**src/rtl/gray_arb_pkg.sv**
```systemverilog
// gray_arb_pkg: shared constants and helpers for gray_conv_arbiter.
package gray_arb_pkg;
  localparam int N_REQ_DEF = 4;
  localparam int WIDTH_DEF = 4;
  localparam int CNT_W = 16;
  localparam logic [CNT_W-1:0] CNT_SAT = 16'hFFFF;
  function automatic int clog2(input int n);
    int r;
    r = 0;
    for (int v = n - 1; v > 0; v = v >> 1) r++;
    return (r < 1) ? 1 : r;
  endfunction
endpackage

```
**src/rtl/gray_enc_core.sv**
```systemverilog
// gray_enc_core: combinational binary-to-Gray encoder.
module gray_enc_core #(
  parameter int WIDTH = 4
) (
  input  logic [WIDTH-1:0] bin_i,
  output logic [WIDTH-1:0] gray_o
);
  assign gray_o = bin_i ^ (bin_i >> 1);
endmodule

```
**src/rtl/gray_conv_arbiter.sv**
```systemverilog
// gray_conv_arbiter: round-robin shared binary-to-Gray converter with a registered valid/ready output.
// Define GRAY_ARB_PARITY_EN to add out_par and the sticky chk_err round-trip check.
module gray_conv_arbiter
  import gray_arb_pkg::*;
#(
  parameter int N_REQ = N_REQ_DEF,
  parameter int WIDTH = WIDTH_DEF,
  localparam int ID_W = clog2(N_REQ)
) (
  input  logic                   clk,
  input  logic                   rst_n,
  input  logic [N_REQ-1:0]       req_valid,
  input  logic [N_REQ*WIDTH-1:0] req_data,
  output logic [N_REQ-1:0]       req_ready,
  output logic                   out_valid,
  input  logic                   out_ready,
  output logic [WIDTH-1:0]       out_gray,
  output logic [WIDTH-1:0]       out_bin,
  output logic [ID_W-1:0]        out_id,
  output logic [CNT_W-1:0]       grant_cnt
`ifdef GRAY_ARB_PARITY_EN
  ,
  output logic                   out_par,
  input  logic                   chk_err_clr,
  output logic                   chk_err
`endif
);
  logic                load, take, gnt_vld;
  logic [ID_W-1:0]     cand [N_REQ];
  logic [ID_W-1:0]     gnt_id, rr_ptr_q, rr_ptr_d, out_id_q, out_id_d;
  logic [WIDTH-1:0]    win_data, win_gray, out_bin_q, out_bin_d, out_gray_q, out_gray_d;
  logic                out_valid_q, out_valid_d;
  logic [CNT_W-1:0]    grant_cnt_q, grant_cnt_d;

  // Scan from the highest offset down so the closest requester to rr_ptr wins.
  always_comb begin
    gnt_vld = 1'b0;
    gnt_id = '0;
    for (int k = 0; k < N_REQ; k++) cand[k] = ID_W'((int'(rr_ptr_q) + k) % N_REQ);
    for (int k = N_REQ - 1; k >= 0; k--)
      if (req_valid[cand[k]]) begin
        gnt_vld = 1'b1;
        gnt_id = cand[k];
      end
  end

  always_comb begin
    win_data = '0;
    for (int i = 0; i < N_REQ; i++)
      if (gnt_id == ID_W'(i)) win_data = req_data[i*WIDTH +: WIDTH];
  end

  gray_enc_core #(.WIDTH(WIDTH)) u_enc (.bin_i(win_data), .gray_o(win_gray));

  always_comb begin
    load = !out_valid_q || out_ready;
    take = load && gnt_vld;
    for (int i = 0; i < N_REQ; i++) req_ready[i] = rst_n && take && gnt_id == ID_W'(i);
    out_valid_d = load ? gnt_vld : out_valid_q;
    out_bin_d = take ? win_data : out_bin_q;
    out_gray_d = take ? win_gray : out_gray_q;
    out_id_d = take ? gnt_id : out_id_q;
    rr_ptr_d = !take ? rr_ptr_q : (gnt_id == ID_W'(N_REQ - 1)) ? '0 : gnt_id + 1'b1;
    grant_cnt_d = (take && grant_cnt_q != CNT_SAT) ? grant_cnt_q + 1'b1 : grant_cnt_q;
  end

  always_ff @(posedge clk or negedge rst_n)
    if (!rst_n) begin
      out_valid_q <= 1'b0;
      out_bin_q <= '0;
      out_gray_q <= '0;
      out_id_q <= '0;
      rr_ptr_q <= '0;
      grant_cnt_q <= '0;
    end else begin
      out_valid_q <= out_valid_d;
      out_bin_q <= out_bin_d;
      out_gray_q <= out_gray_d;
      out_id_q <= out_id_d;
      rr_ptr_q <= rr_ptr_d;
      grant_cnt_q <= grant_cnt_d;
    end

  assign out_valid = out_valid_q;
  assign out_bin = out_bin_q;
  assign out_gray = out_gray_q;
  assign out_id = out_id_q;
  assign grant_cnt = grant_cnt_q;

`ifdef GRAY_ARB_PARITY_EN
  logic             out_par_q, out_par_d, chk_err_q, chk_err_d;
  logic [WIDTH-1:0] chk_gray;

  // Gray coding is a bijection, so re-encoding out_bin and comparing to out_gray
  // flags exactly the cases where decoding out_gray would disagree with out_bin.
  gray_enc_core #(.WIDTH(WIDTH)) u_chk (.bin_i(out_bin_q), .gray_o(chk_gray));

  always_comb begin
    out_par_d = take ? ^win_gray : out_par_q;
    chk_err_d = (out_valid_q && chk_gray != out_gray_q) ? 1'b1 : chk_err_clr ? 1'b0 : chk_err_q;
  end

  always_ff @(posedge clk or negedge rst_n)
    if (!rst_n) begin
      out_par_q <= 1'b0;
      chk_err_q <= 1'b0;
    end else begin
      out_par_q <= out_par_d;
      chk_err_q <= chk_err_d;
    end

  assign out_par = out_par_q;
  assign chk_err = chk_err_q;
`endif
endmodule

```
**config.mk**
```make
export PLATFORM = sky130hd
export DESIGN_NAME = gray_conv_arbiter
export DESIGN_NICKNAME = d
export VERILOG_FILES = /design/src/rtl/gray_arb_pkg.sv /design/src/rtl/gray_enc_core.sv /design/src/rtl/gray_conv_arbiter.sv
export SDC_FILE = /design/constraint.sdc
export NUM_CORES = 1
export LEC_CHECK = 0
export CORE_UTILIZATION = 45
export CTS_BUF_LIST = sky130_fd_sc_hd__clkbuf_16
export CTS_CLUSTER_SIZE = 24
export DETAILED_ROUTE_END_ITERATION = 8
export GPL_ROUTABILITY_DRIVEN = 0
export PLACE_DENSITY = 0.89
export SLEW_MARGIN = 10
export SYNTH_ARGS = -nofsm -noshare
export SYNTH_HDL_FRONTEND = slang
export SYNTH_HIERARCHICAL = 1
export SYNTH_SLANG_ARGS = --single-unit
```
**constraint.sdc**
```tcl
create_clock -name clk -period 2.3 [get_ports clk]
set_input_delay 0.46 -clock clk [delete_from_list [all_inputs] [get_ports clk]]
set_output_delay 0.46 -clock clk [all_outputs]
set_load 0.02 [all_outputs]
```
==> impl_metrics.csv, run 1 <==
group,metric,value,unit
outcome,outcome,"completed",
floorplanning,die-area,0.00372,sq mm
placed_design,place.port_buffers,53,
floorplanning,die_y,61.0,um
placed_design,dp_slack,-0.730,ns
synthesis,synth_ff_type,"dfrtp_1",
pwr,leakagePower,1.09,nW
sta,fin_skew,0.00557,ns
drt,drc_errors,0,
drt,drt_pass1_iterations,4,
setup_path,required,1.84,ns
global_routing,grt_pass1_wl,6250,um
pwr,peakVddDrop,0.000682,V
sta,hold_viol_final,0,
floorplanning,rows,21,
synthesis,syn_nets,205,
global_routing,grt_max_degree,30,
worst_hold_path,hold_path_depth,2,
worst_hold_path,hold_path_class,"flop to flop",
setup_path,crit_fanout,4,
clock_tree,insertion_delay,0.27,ns
clock_tree,cts_tree,"done",
synthesis,synth-seq-cells,29,
synthesis,synth-xor-area-share,0.0839,
cells_and_area,fin_cells,295,
global_routing,overflow,0,
clock_tree,cts.sinks,29,
global_routing,grt_pass1_vias,1381,
drt,via_per_inst,5.01,
sta,tns,0,ns
cells_and_area,drive_gt1_frac,0.177,
sta,fin_crit,2.25,ns
synthesis,synth-simple-area-share,0.225,
setup_path,path_class,"input pin to primary output",
cells_and_area,syn_to_final_growth,54.0,%
sta,tightest_slew,0.493,ns
run,maxCapViolations,0,
cells_and_area,fin_area,0.00241,sq mm
worst_hold_path,min-delay-start,"out_gray[0]",
synthesis,synth.distinct_cells,29,
synthesis,muxShareOfSynthArea,0.0216,
synthesis,synth-compound-area-share,0.118,
global_routing,grt_use_total,0.237,
drt,wl,4120,um
synthesis,synth_fa_ha_area_frac,0.0400,
worst_hold_path,hold_end,"out_gray[0]",
setup_path,rr_startpoint,"rr_ptr_q[0]",
drt,avgRoutedWirePerCell,14.0,um
drt,drtAntennaViolNets,0,
cells_and_area,n_antenna_cell,0,
global_routing,antenna_found_initial,0,
setup_path,cp.arrival,1.79,ns
placed_design,dp.cells,286,
clock_tree,cts.htree.levels,2,
clock_tree,clock-root-buffer,"clkbuf_16",
clock_tree,path_clk_slew,0.05,ns
clock_tree,cts_buffers,5,
drt,drt_iter0_drc,42,
floorplanning,initial_core_util,0.469,
placed_design,placed_cell_area,0.00224,sq mm
setup_path,r2r_slack,0.16,ns
setup_path,worstReg2RegEnd,"out_gray[1]",
pwr,power.density,1120,mW/mm^2
cells_and_area,final_core_util,0.722,
synthesis,synth-edff-count,0,
synthesis,syn_area_per_cell,8.84,sq um
sta,final-setup-viol-count,0,
synthesis,ys_seq_area_frac,0.464,
drt,via_count,1479,
clock_tree,cts_max_path_buffers,2,
sta,finalCritPeriodShare,0.977,
synthesis,synth_top_family_by_area,"simple AND/OR/NAND/NOR gates",
floorplanning,num_io_pins,54,
setup_path,r2r_cells,13,
synthesis,syn-instance-count,177,
placed_design,dp_hpwl,2950,um
sta,timing.hold.ws,0.478,ns
cells_and_area,nNetsFinal,276,
synthesis,yosysWarnings,6,
floorplanning,die_x,61.0,um
synthesis,async_reset_ff_frac,1.00,
sta,max_freq,445,MHz
sta,finalWorstSetupSlack,0.0536,ns
sta,final_max_slew_viol_count,0,
setup_path,endpoint_kind,"primary output",
floorplanning,core_area,0.00334,sq mm
synthesis,syn_area,0.00157,sq mm
setup_path,worstSetupStartpointType,"input pin",
pwr,p_total,2.71,mW
sta,max-slew-margin-rel,0.669,
clock_tree,cts-hold-fix-buffers,0,
-- cell families (layout without fill, tap and decap cells) --
family / after synthesis / after routing
fa+ha+maj: 5 / 5
compound gates: 30 / 30
simple gates: 78 / 78
mux: 3 / 3
flops: 29 / 29
buf+inv: 17 / 89
xor+xnor: 15 / 15
-- repair_timing --
| action | 4_1_cts | 5_1_grt |
|---|---|---|
| pin swaps | 5 | 3 |
| resized for setup | 34 | 4 |
| buffers inserted | 0 | 1 |
| setup endpoints to repair | 12 | 7 |
-- cell usage after synthesis, types with 2 or more instances --
cell type / count / area, sq um
nand2_1: 43 / 161
dfrtp_1: 29 / 726
a21oi_1: 13 / 65.1
inv_1: 10 / 37.5
nor2_1: 9 / 33.8
xor2_1: 9 / 78.8
and3_1: 8 / 50.1
nand3_1: 6 / 30.0
xnor2_1: 6 / 52.6
clkbuf_1: 5 / 18.8
ha_1: 5 / 62.6
o21ai_0: 5 / 25.0
a22o_1: 4 / 35.0
mux2_2: 3 / 33.8
o22ai_1: 3 / 18.8
nand2b_1: 2 / 12.5
nand4_1: 2 / 12.5
nor2b_1: 2 / 12.5
nor3_1: 2 / 10.0
nor4_1: 2 / 12.5
-- per-layer routing --
layer,track usage,up-vias,routed length (um)
li1,-,739,-
met1,0.278,687,1760
met2,0.407,44,2110
met3,0.0661,9,169
met4,0.104,0,78
met5,0,-,0
-- critical path, cell delays in order --
cell and delay [ns]:
dlygate4sd2_1 0.26, a21oi_1 0.15, o22ai_1 0.10, a21oi_2 0.22
buf_4 0.16, ha_2 0.16, and3_1 0.14, buf_4 0.13
-- how the worst max path moves through the flow --
stage / slack [ns] / from / endpoint
finish: 0.05 / req_valid[2] / req_ready[3]
global route: -0.005 / req_valid[2] / req_ready[3]
CTS: 0.03 / req_valid[0] / req_ready[0]
detailed placement: -0.73 / req_valid[0] / req_ready[0]
global placement: -0.65 / req_valid[0] / req_ready[0]
floorplan: 0.03 / req_valid[0] / out_gray[1]
-- registers in the layout (all words and copies together) (netlist names) --
signal	count
out_gray	4
rr_ptr_q	2
out_valid	1
grant_cnt	16
out_id	2
out_bin	4
-- where the power goes --
| part | internal [mW] | total (mW) | switching, mW |
|---|---|---|---|
| Sequential | 0.675 | 0.815 | 0.141 |
| Clock | 0.391 | 0.607 | 0.216 |
| Combinational | 0.625 | 1.28 | 0.659 |
| Total | 1.69 | 2.71 | 1.02 |
-- cell type report --
| type | instances | area (sq um) |
|---|---|---|
| Fill cell | 243 | 927 |
| Multi-Input combinational cell | 131 | 798 |
| Sequential cell | 29 | 726 |
| Timing Repair Buffer | 71 | 652 |
| Clock buffer | 5 | 125 |
| Tap cell | 46 | 57.6 |
| Inverter | 10 | 37.5 |
| Clock inverter | 3 | 13.8 |
-- cells in the final DEF, fill, tap and decap left out, drive strengths merged, types with 2 or more instances in the layout --
cell type / Yosys / layout
o22ai: 3 / 3
clkbuf: 5 / 6
nand2b: 2 / 2
buf: 2 / 22
nand2: 43 / 43
nor2b: 2 / 2
clkdlybuf4s50: 0 / 45
nor4: 2 / 2
dfrtp: 29 / 29
ha: 5 / 5
mux2: 3 / 3
and3: 8 / 8
nand3: 6 / 6
inv: 10 / 11
a21oi: 13 / 13
nor2: 9 / 9
nor3: 3 / 3
xnor2: 6 / 6
xor2: 9 / 9
a22o: 4 / 4
clkinv: 0 / 2
dlygate4sd2: 0 / 3
o21ai: 5 / 5
nand4: 2 / 2
No activity file was read; power rests on OpenSTA's default activity.
==> run 2, diff against run 1 <==
Settings changed: CORE_MARGIN from default to 8.
==> run 2 against run 1 <==
  * Via count increased by 4.1%
  * Cell count increased by 1.0%
  * First-iteration DRC count increased by 74%
  * Sequential cell count unchanged
  * Combinational power increased by 9%
  * Routed wire length increased by 11%
  * Clock power decreased by 1%
  * Count of clock-buffer cells in the layout unchanged
  * Sequential power about the same
  * Total power increased by 4.0%
  * Largest cell class unchanged
  * Largest power group unchanged
==> impl_metrics.csv, run 2 (synthesis results as in run 1) <==
group,metric,value,unit
outcome,outcome,"completed",
setup_path,cp.arrival,1.79,ns
cells_and_area,fin_cells,298,
setup_path,path_cells,"dlygate4sd2_1 > inv_1 > a21oi_2 > o22ai_2 > a21oi_2 > buf_4 > buf_4 > ha_4 > and3_4 > buf_6",
setup_path,rr_startpoint,"rr_ptr_q[0]",
worst_hold_path,hold_path_depth,2,
floorplanning,core_area,0.00334,sq mm
floorplanning,die-area,0.00562,sq mm
cells_and_area,nNetsFinal,279,
sta,final_max_slew_viol_count,0,
setup_path,max_stage_delay,0.21,ns
cells_and_area,largest_reg_flops,16,
sta,hold_viol_final,0,
setup_path,critical_path_buf_inv_count,5,
pwr,power.density,1130,mW/mm^2
sta,final-setup-viol-count,0,
cells_and_area,multi_input_area,840,sq um
sta,fin_crit,2.25,ns
cells_and_area,drive_gt1_frac,0.202,
pwr,peakVddDrop,0.000925,V
sta,tightest_slew,0.437,ns
sta,finalCritPeriodShare,0.980,
setup_path,r2r_cells,14,
drt,via_per_inst,5.17,
setup_path,endpoint_kind,"primary output",
floorplanning,initial_core_util,0.469,
global_routing,grt_use_total,0.166,
run,maxCapViolations,0,
placed_design,dp.cells,286,
setup_path,r2r_slack,0.08,ns
placed_design,place.port_buffers,53,
sta,fin_skew,0.00263,ns
clock_tree,clock-root-buffer,"clkbuf_16",
drt,wl,4600,um
clock_tree,cts.sinks,29,
clock_tree,cts_buffers,5,
clock_tree,cts_max_path_buffers,2,
worst_hold_path,min-delay-start,"out_bin[0]",
cells_and_area,layout_common_cells,"clkdlybuf4s50_1 (45), nand2_1 (43), dfrtp_1 (29)",
setup_path,path_class,"input pin to primary output",
setup_path,worstSetupStartpointType,"input pin",
worst_hold_path,hold_path_class,"flop to flop",
setup_path,required,1.84,ns
placed_design,placed_cell_area,0.00224,sq mm
placed_design,dp_hpwl,3290,um
cells_and_area,syn_to_final_growth,58.5,%
cells_and_area,n_fill_cell,234,
drt,drtAntennaViolNets,0,
floorplanning,die_y,75.0,um
global_routing,overflow,0,
clock_tree,insertion_delay,0.27,ns
cells_and_area,fin_area,0.00248,sq mm
sta,max-slew-margin-rel,0.707,
pwr,leakagePower,1.12,nW
floorplanning,rows,21,
clock_tree,cts.htree.levels,2,
clock_tree,path_clk_slew,0.05,ns
clock_tree,cts_tree,"done",
setup_path,crit_slowest_cell,"dlygate4sd2_1",
cells_and_area,final_common_cell,"clkdlybuf4s50_1",
floorplanning,die_x,75.0,um
cells_and_area,register_area,726,sq um
global_routing,grt_pass1_vias,1497,
drt,avgRoutedWirePerCell,15.4,um
global_routing,grt_max_degree,30,
drt,drc_errors,0,
sta,max_freq,444,MHz
worst_hold_path,hold_end,"out_bin[0]",
floorplanning,num_io_pins,54,
setup_path,worstReg2RegEnd,"out_gray[2]",
setup_path,crit_fanout,3,
global_routing,antenna_found_initial,0,
drt,drt_iter0_drc,73,
cells_and_area,n_antenna_cell,0,
drt,drt_pass1_iterations,4,
global_routing,grt_pass1_wl,7040,um
drt,via_count,1540,
setup_path,crit_family,"buffers and inverters",
## run 2: layout make-up
cell class / instances / area share
multi-input cells: 131 / 0.338
flip-flops and latches: 29 / 0.292
repair buffers: 74 / 0.275
clock buffers: 5 / 0.0504
well taps: 46 / 0.0232
inverters: 10 / 0.0151
clock inverters: 3 / 0.00504
## run 2: layer usage
layer | GRT usage | wire length, um
met2 | 0.283 | 2250
met5 | 0 | 0
met1 | 0.187 | 1940
met3 | 0.0573 | 298
met4 | 0.0522 | 100
## run 2: power breakdown
part / internal [mW] / total, mW / leakage [nW] / switching (mW)
registers: 0.675 / 0.816 / 0.345 / 0.142
clock network: 0.389 / 0.598 / 0.0687 / 0.208
logic: 0.680 / 1.40 / 0.702 / 0.720
## run 2: what timing repair did
action / CTS / global route
pin swaps: 4 / 6
setup buffers: 3 / 1
hold buffers: 0 / 0
endpoints found under the hold margin: 0 / 0
endpoints found under the setup margin: 12 / 7
gates resized for setup: 39 / 13
## run 2: stage by stage
stage | worst slack [ns] | total power [mW] | hold WS, ns | setup TNS (ns) | utilization
4_1_cts | 0.0190 | 2.75 | 0.475 | 0 | 0.731
3_3_place_gp | -0.689 | 2.02 | 0.453 | -6.85 | 0.672
2_1_floorplan | 0.0266 | 1.50 | 0.164 | 0 | -
6_report | 0.0467 | 2.81 | 0.479 | 0 | 0.744
3_5_place_dp | -0.819 | 2.07 | 0.462 | -8.49 | 0.672
5_1_grt | -0.0348 | 2.99 | 0.502 | -0.0510 | 0.744
## run 2: worst max-delay path by stage
| stage | startpoint | end | slack [ns] | cells past startpoint |
|---|---|---|---|---|
| floorplan | req_valid[0] | out_gray[1] | 0.03 | 13 |
| global placement | req_valid[0] | req_ready[0] | -0.69 | 9 |
| detailed placement | req_valid[0] | req_ready[2] | -0.82 | 9 |
| CTS | req_valid[0] | req_ready[1] | 0.02 | 9 |
| global route | req_valid[2] | req_ready[3] | -0.03 | 8 |
| finish | req_valid[1] | req_ready[1] | 0.05 | 10 |
## run 2: worst reg2reg max path, stage by stage (launching register included)
cell and delay (ns):
dfrtp_1 0.40, nor2b_4 0.14, a21oi_2 0.05, o22ai_2 0.12, a21oi_2 0.06, buf_4 0.15
buf_4 0.14, ha_4 0.16, buf_6 0.13, a21oi_2 0.13, o21ai_1 0.09, a22o_1 0.26
xor2_1 0.18, nand2_1 0.06, nand2_1 0.04
==> run 3, diff against run 2 <==
Clock period 2.3 ns to 2.7 ns, I/O delays scaled along.
==> run 3 against run 2 <==
  * First-iteration DRC count increased by 27%
  * Sequential power decreased by 14%
  * Routed wire length decreased by 7.7%
  * Critical path depth decreased by 2
  * Critical path type unchanged
  * Non-clock buffer count decreased by 6
  * Sequential share of layout area increased by 1.4 points
==> impl_metrics.csv, run 3 (synthesis results as in run 1) <==
group,metric,value,unit
pwr,p_total,2.27,mW
clock_tree,cts.sinks,29,
pwr,leakagePower,1.08,nW
cells_and_area,final_common_cell,"clkdlybuf4s50_1",
global_routing,grt_pass1_vias,1451,
pwr,peakVddDrop,0.000590,V
cells_and_area,layout_common_cells,"clkdlybuf4s50_1 (47), nand2_1 (43), dfrtp_1 (29)",
drt,drt_pass1_iterations,4,
pwr,power.density,957,mW/mm^2
sta,max-slew-margin-rel,0.700,
clock_tree,insertion_delay,0.28,ns
worst_hold_path,hold_path_depth,2,
sta,max_freq,386,MHz
setup_path,endpoint_kind,"primary output",
sta,fin_skew,0.00336,ns
global_routing,grt_pass1_wl,6940,um
cells_and_area,drive_gt1_frac,0.151,
clock_tree,clock-root-buffer,"clkbuf_16",
setup_path,r2r_slack,0.48,ns
worst_hold_path,hold_path_class,"flop to flop",
placed_design,place.port_buffers,53,
setup_path,cp.arrival,2.05,ns
worst_hold_path,min-delay-start,"out_bin[2]",
setup_path,rr_startpoint,"rr_ptr_q[1]",
drt,via_per_inst,5.09,
cells_and_area,syn_to_final_growth,51.4,%
cells_and_area,nNetsFinal,273,
sta,final_max_slew_viol_count,0,
floorplanning,die_y,75.0,um
placed_design,placed_cell_area,0.00222,sq mm
setup_path,worstReg2RegEnd,"out_gray[1]",
drt,drc_errors,0,
clock_tree,cts_buffers,5,
floorplanning,die-area,0.00562,sq mm
floorplanning,core_area,0.00334,sq mm
drt,drt_iter0_drc,93,
worst_hold_path,hold_end,"out_bin[2]",
cells_and_area,n_antenna_cell,0,
clock_tree,cts_max_path_buffers,2,
placed_design,dp_hpwl,3150,um
setup_path,crit_fanout,4,
drt,avgRoutedWirePerCell,14.6,um
setup_path,r2r_cells,14,
floorplanning,initial_core_util,0.469,
clock_tree,path_clk_slew,0.05,ns
sta,finalCritPeriodShare,0.959,
sta,final-setup-viol-count,0,
global_routing,grt_max_degree,30,
cells_and_area,fin_area,0.00237,sq mm
sta,hold_viol_final,0,
global_routing,grt_use_total,0.166,
global_routing,overflow,0,
sta,tns,0,ns
cells_and_area,largest_reg_flops,16,
floorplanning,rows,21,
sta,grt_setup_unrepaired,"false",
setup_path,worstSetupStartpointType,"input pin",
global_routing,antenna_found_initial,0,
outcome,outcome,"completed",
setup_path,path_class,"input pin to primary output",
drt,drtAntennaViolNets,0,
sta,fin_crit,2.59,ns
drt,wl,4240,um
run,maxCapViolations,0,
clock_tree,cts.htree.levels,2,
clock_tree,cts_tree,"done",
sta,tightest_slew,0.447,ns
drt,via_count,1482,
setup_path,required,2.16,ns
floorplanning,die_x,75.0,um
floorplanning,num_io_pins,54,
## run 3: repair_timing
item / in CTS / in global routing
hold buffers: 0 / 0
setup buffers: 0 / 1
gates resized for setup: 17 / 11
pin swaps: 0 / 4
setup endpoints to repair: 6 / 6
## run 3: area by class of cell
class	instances	area, sq um
fill	277	967
multi-input combinational	131	790
sequential	29	726
timing repair buffer	68	627
clock buffer	5	125
tap	46	57.6
inverter	10	37.5
clock inverter	2	7.51
## run 3: worst max-delay path by stage
stage	cells after the start	from	to	slack (ns)
2_1_floorplan	7	req_valid[0]	req_ready[3]	0.30
3_3_place_gp	9	req_valid[0]	req_ready[0]	-0.46
3_5_place_dp	9	req_valid[0]	req_ready[0]	-0.52
4_1_cts	10	req_valid[1]	req_ready[3]	0.02
5_1_grt	9	req_valid[2]	req_ready[3]	0.009
6_report	8	req_valid[2]	req_ready[0]	0.11
## run 3: worst max-delay path: stages
cell             delay (ns)
clkdlybuf4s50_1        0.46
a21oi_2                0.15
o22ai_1                0.09
a21oi_2                0.21
inv_1                  0.10
ha_2                   0.20
and3_1                 0.13
buf_2                  0.15
## run 3: metal layers
layer / share of wire / GRT usage / up-vias / routed length (um)
met1: 0.42 / 0.192 / 706 / 1800
met2: 0.49 / 0.260 / 40 / 2070
met5: 0 / 0 / - / 0
li1: - / - / 727 / -
met4: 0.021 / 0.0761 / 0 / 91
met3: 0.067 / 0.0706 / 9 / 284
## run 3: power breakdown
| group | internal, mW | switching (mW) |
|---|---|---|
| clock | 0.327 | 0.177 |
| sequential | 0.575 | 0.127 |
| combinational | 0.514 | 0.549 |
## run 3: through the flow
stage          cells  setup WS [ns]  hold slack [ns]  utilization
2_1_floorplan    177          0.299            0.244            -
3_3_place_gp     283         -0.456            0.452        0.666
3_5_place_dp     283         -0.517            0.462        0.666
4_1_cts          290         0.0249            0.476        0.705
5_1_grt          291        0.00914            0.512        0.710
6_report         291          0.109            0.474        0.710
==> patch (settings of run 1) <==
`WIDTH_DEF`: 4 -> 3.
--- a/src/rtl/gray_arb_pkg.sv
+++ b/src/rtl/gray_arb_pkg.sv
@@ -2,5 +2,5 @@
 package gray_arb_pkg;
   localparam int N_REQ_DEF = 4;
-  localparam int WIDTH_DEF = 4;
+  localparam int WIDTH_DEF = 3;
   localparam int CNT_W = 16;
   localparam logic [CNT_W-1:0] CNT_SAT = 16'hFFFF;
Interface: changed (resized out_bin, out_gray and req_data); port bits go from 54 to 48. The function was not compared with the original's and may differ.
==> patch against run 1 <==
- power is 15% lower
- worst setup slack worse by 0.0016 ns
- area after synthesis is 6.2% lower
- clock skew is 0.0037 ns lower
- sequential share of layout area is 0.14 points higher
- largest cell class unchanged
- design area is 7.3% lower
- largest power group unchanged
- combinational power is 10% lower
- routed wire length is 11% lower
- sequential cell count is 2 lower
- global-route usage is 1.2 points lower
- critical path type unchanged
==> patch: results (changes against run 1) <==
[clock_tree]
clock_latency_ns = 0.26
clk_path_buf_depth = 2  ; unchanged
clk_pin_slew_ns = 0.06
cts_buffers = 3  ; -2
clockRootBuffer = clkbuf_16
hold_buffers = 0  ; unchanged
htreeDepth = 1  ; -1

[finish]
layout-drive-gt1-share_pct = 23.4  ; +5.7 points
largest_reg_flops = 16  ; unchanged
n_antenna_cell = 0  ; unchanged
nets = 239  ; -13%
fillers = 221  ; -9.1%

[worst_setup_path]
crit_family = buffers and inverters
r2r_cells = 12  ; -1
slowest_stage = dlygate4sd2_1
crit_path_max_fanout = 4  ; unchanged
slowest_delay_ns = 0.27

[pwr]
irDropWorstVdd_mv = 0.574  ; -16%
cellLeakagePower_nw = 1.01  ; -7.2%

[min_path]
hold_path_class = register to register
holdPathStages = 2  ; unchanged

[route]
drt-total-wl_um = 3680  ; -11%
drtIter0Drc = 53  ; +26%
dr.pass1.iters = 4  ; unchanged
vias_per_cell = 5.09  ; +1.6%

[placement]
numPortBuffers = 47  ; -11%
hpwlAfterDp_um = 2410  ; -18%

[run_status]
status = finished, final reports clean

[sta]
fin_worst_skew_ns = 0.00189  ; -0.00368 ns
tightest_slew_ns = 0.508  ; +0.0144 ns

[global_routing]
grt_pass1_wl_um = 5960  ; -4.6%
grt_antenna_before_repair = 0  ; unchanged
grt_max_degree = 28  ; -6.7%
grt_pass1_vias = 1278  ; -7.5%
grt_usage_pct = 22.5  ; -1.2 points

[synthesis]
ys_types = 30  ; +3.4%
ys_seq_area_share_pct = 46.0  ; -0.37 points
synthTopCellsByCount = nand2_1 (33), dfrtp_1 (27), xnor2_1 (12), a21oi_1 (10), inv_1 (9)
ys_top_cells_by_area = dfrtp_1 (46%), nand2_1 (8.4%), xnor2_1 (7.2%)
async_flop_share_pct = 100  ; unchanged
synth_nets = 175  ; -15%
yosys_warnings = 6  ; unchanged
synth-main-ff-cell = dfrtp_1

[patch: cell count changes in the layout (fill, tap and decap cells not counted), sizes merged, moves of 4 or more]
cell | before | now
clkdlybuf4s50 | 45 | 39
nand4 | 2 | 6
xnor2 | 6 | 12
nand2 | 43 | 33
xor2 | 9 | 5
nor2 | 9 | 1
[patch: worst paths after layout]
kind	start	to	slack [ns]
worst min-delay path	out_bin[0]	out_bin[0]	0.47
worst min register to register	out_bin[0]	out_bin[0]	0.47
worst max-delay path	req_valid[2]	req_ready[1]	0.05
max in group asynchronous	rst_n	grant_cnt[4]	1.29
worst max register to register	rr_ptr_q[0]	out_gray[1]	0.16
min in group asynchronous	rst_n	out_bin[1]	0.75
[patch: cell type report]
class / instances / share of cell area (%)
inverters: 9 / 1.51
repair buffers: 65 / 26.7
flip-flops and latches: 27 / 30.3
clock buffers: 3 / 3.36
multi-input cells: 109 / 35.5
well taps: 44 / 2.46
clock inverters: 1 / 0.224
[patch: power by group]
| group | switching [mW] | internal, mW |
|---|---|---|
| combinational | 0.573 | 0.573 |
| clock | 0.156 | 0.234 |
| sequential | 0.139 | 0.620 |
[patch: per-layer routing]
| metal | vias to the layer above | wire (um) | track usage (%) |
|---|---|---|---|
| met4 | 0 | 46 | 7.82 |
| met2 | 26 | 1920 | 38.0 |
| met5 | - | 0 | 0 |
| li1 | 644 | - | - |
| met3 | 4 | 54 | 1.97 |
| met1 | 640 | 1660 | 30.3 |
[patch: cells by family after synthesis]
logic type,after synthesis,synth area share (%)
and+or+nand+nor,60,21.0
DFF,27,46.0
AOI/OAI and AO/OA,25,12.8
xor gates and xnor gates,17,10.1
buffers and inverters,15,4.26
adders and majority gates,5,4.26
muxes,2,1.53
[patch: repair_timing]
action / 4_1_cts / 5_1_grt
setup buffers: 1 / 1
pin swaps: 5 / 2
gates resized for setup: 32 / 13
setup endpoints to repair: 10 / 10
[patch: per-stage QoR]
stage                     std cells  setup TNS [ns]  setup WS [ns]  util (%)  instance area (um2)
after floorplan                 151               0          0.112         -                 1470
after global placement          252           -4.86         -0.650      67.8                 2090
after detailed placement        252           -5.72         -0.748      67.8                 2090
after CTS                       257               0         0.0197      71.0                 2190
after global routing            258         -0.0285        -0.0131      72.6                 2230
final                           258               0         0.0520      72.6                 2230
[patch: worst min-delay path: stages, from the launching register on]
cell	delay, ns
dfrtp_1	0.34
nand2_1	0.06
nand2_1	0.05
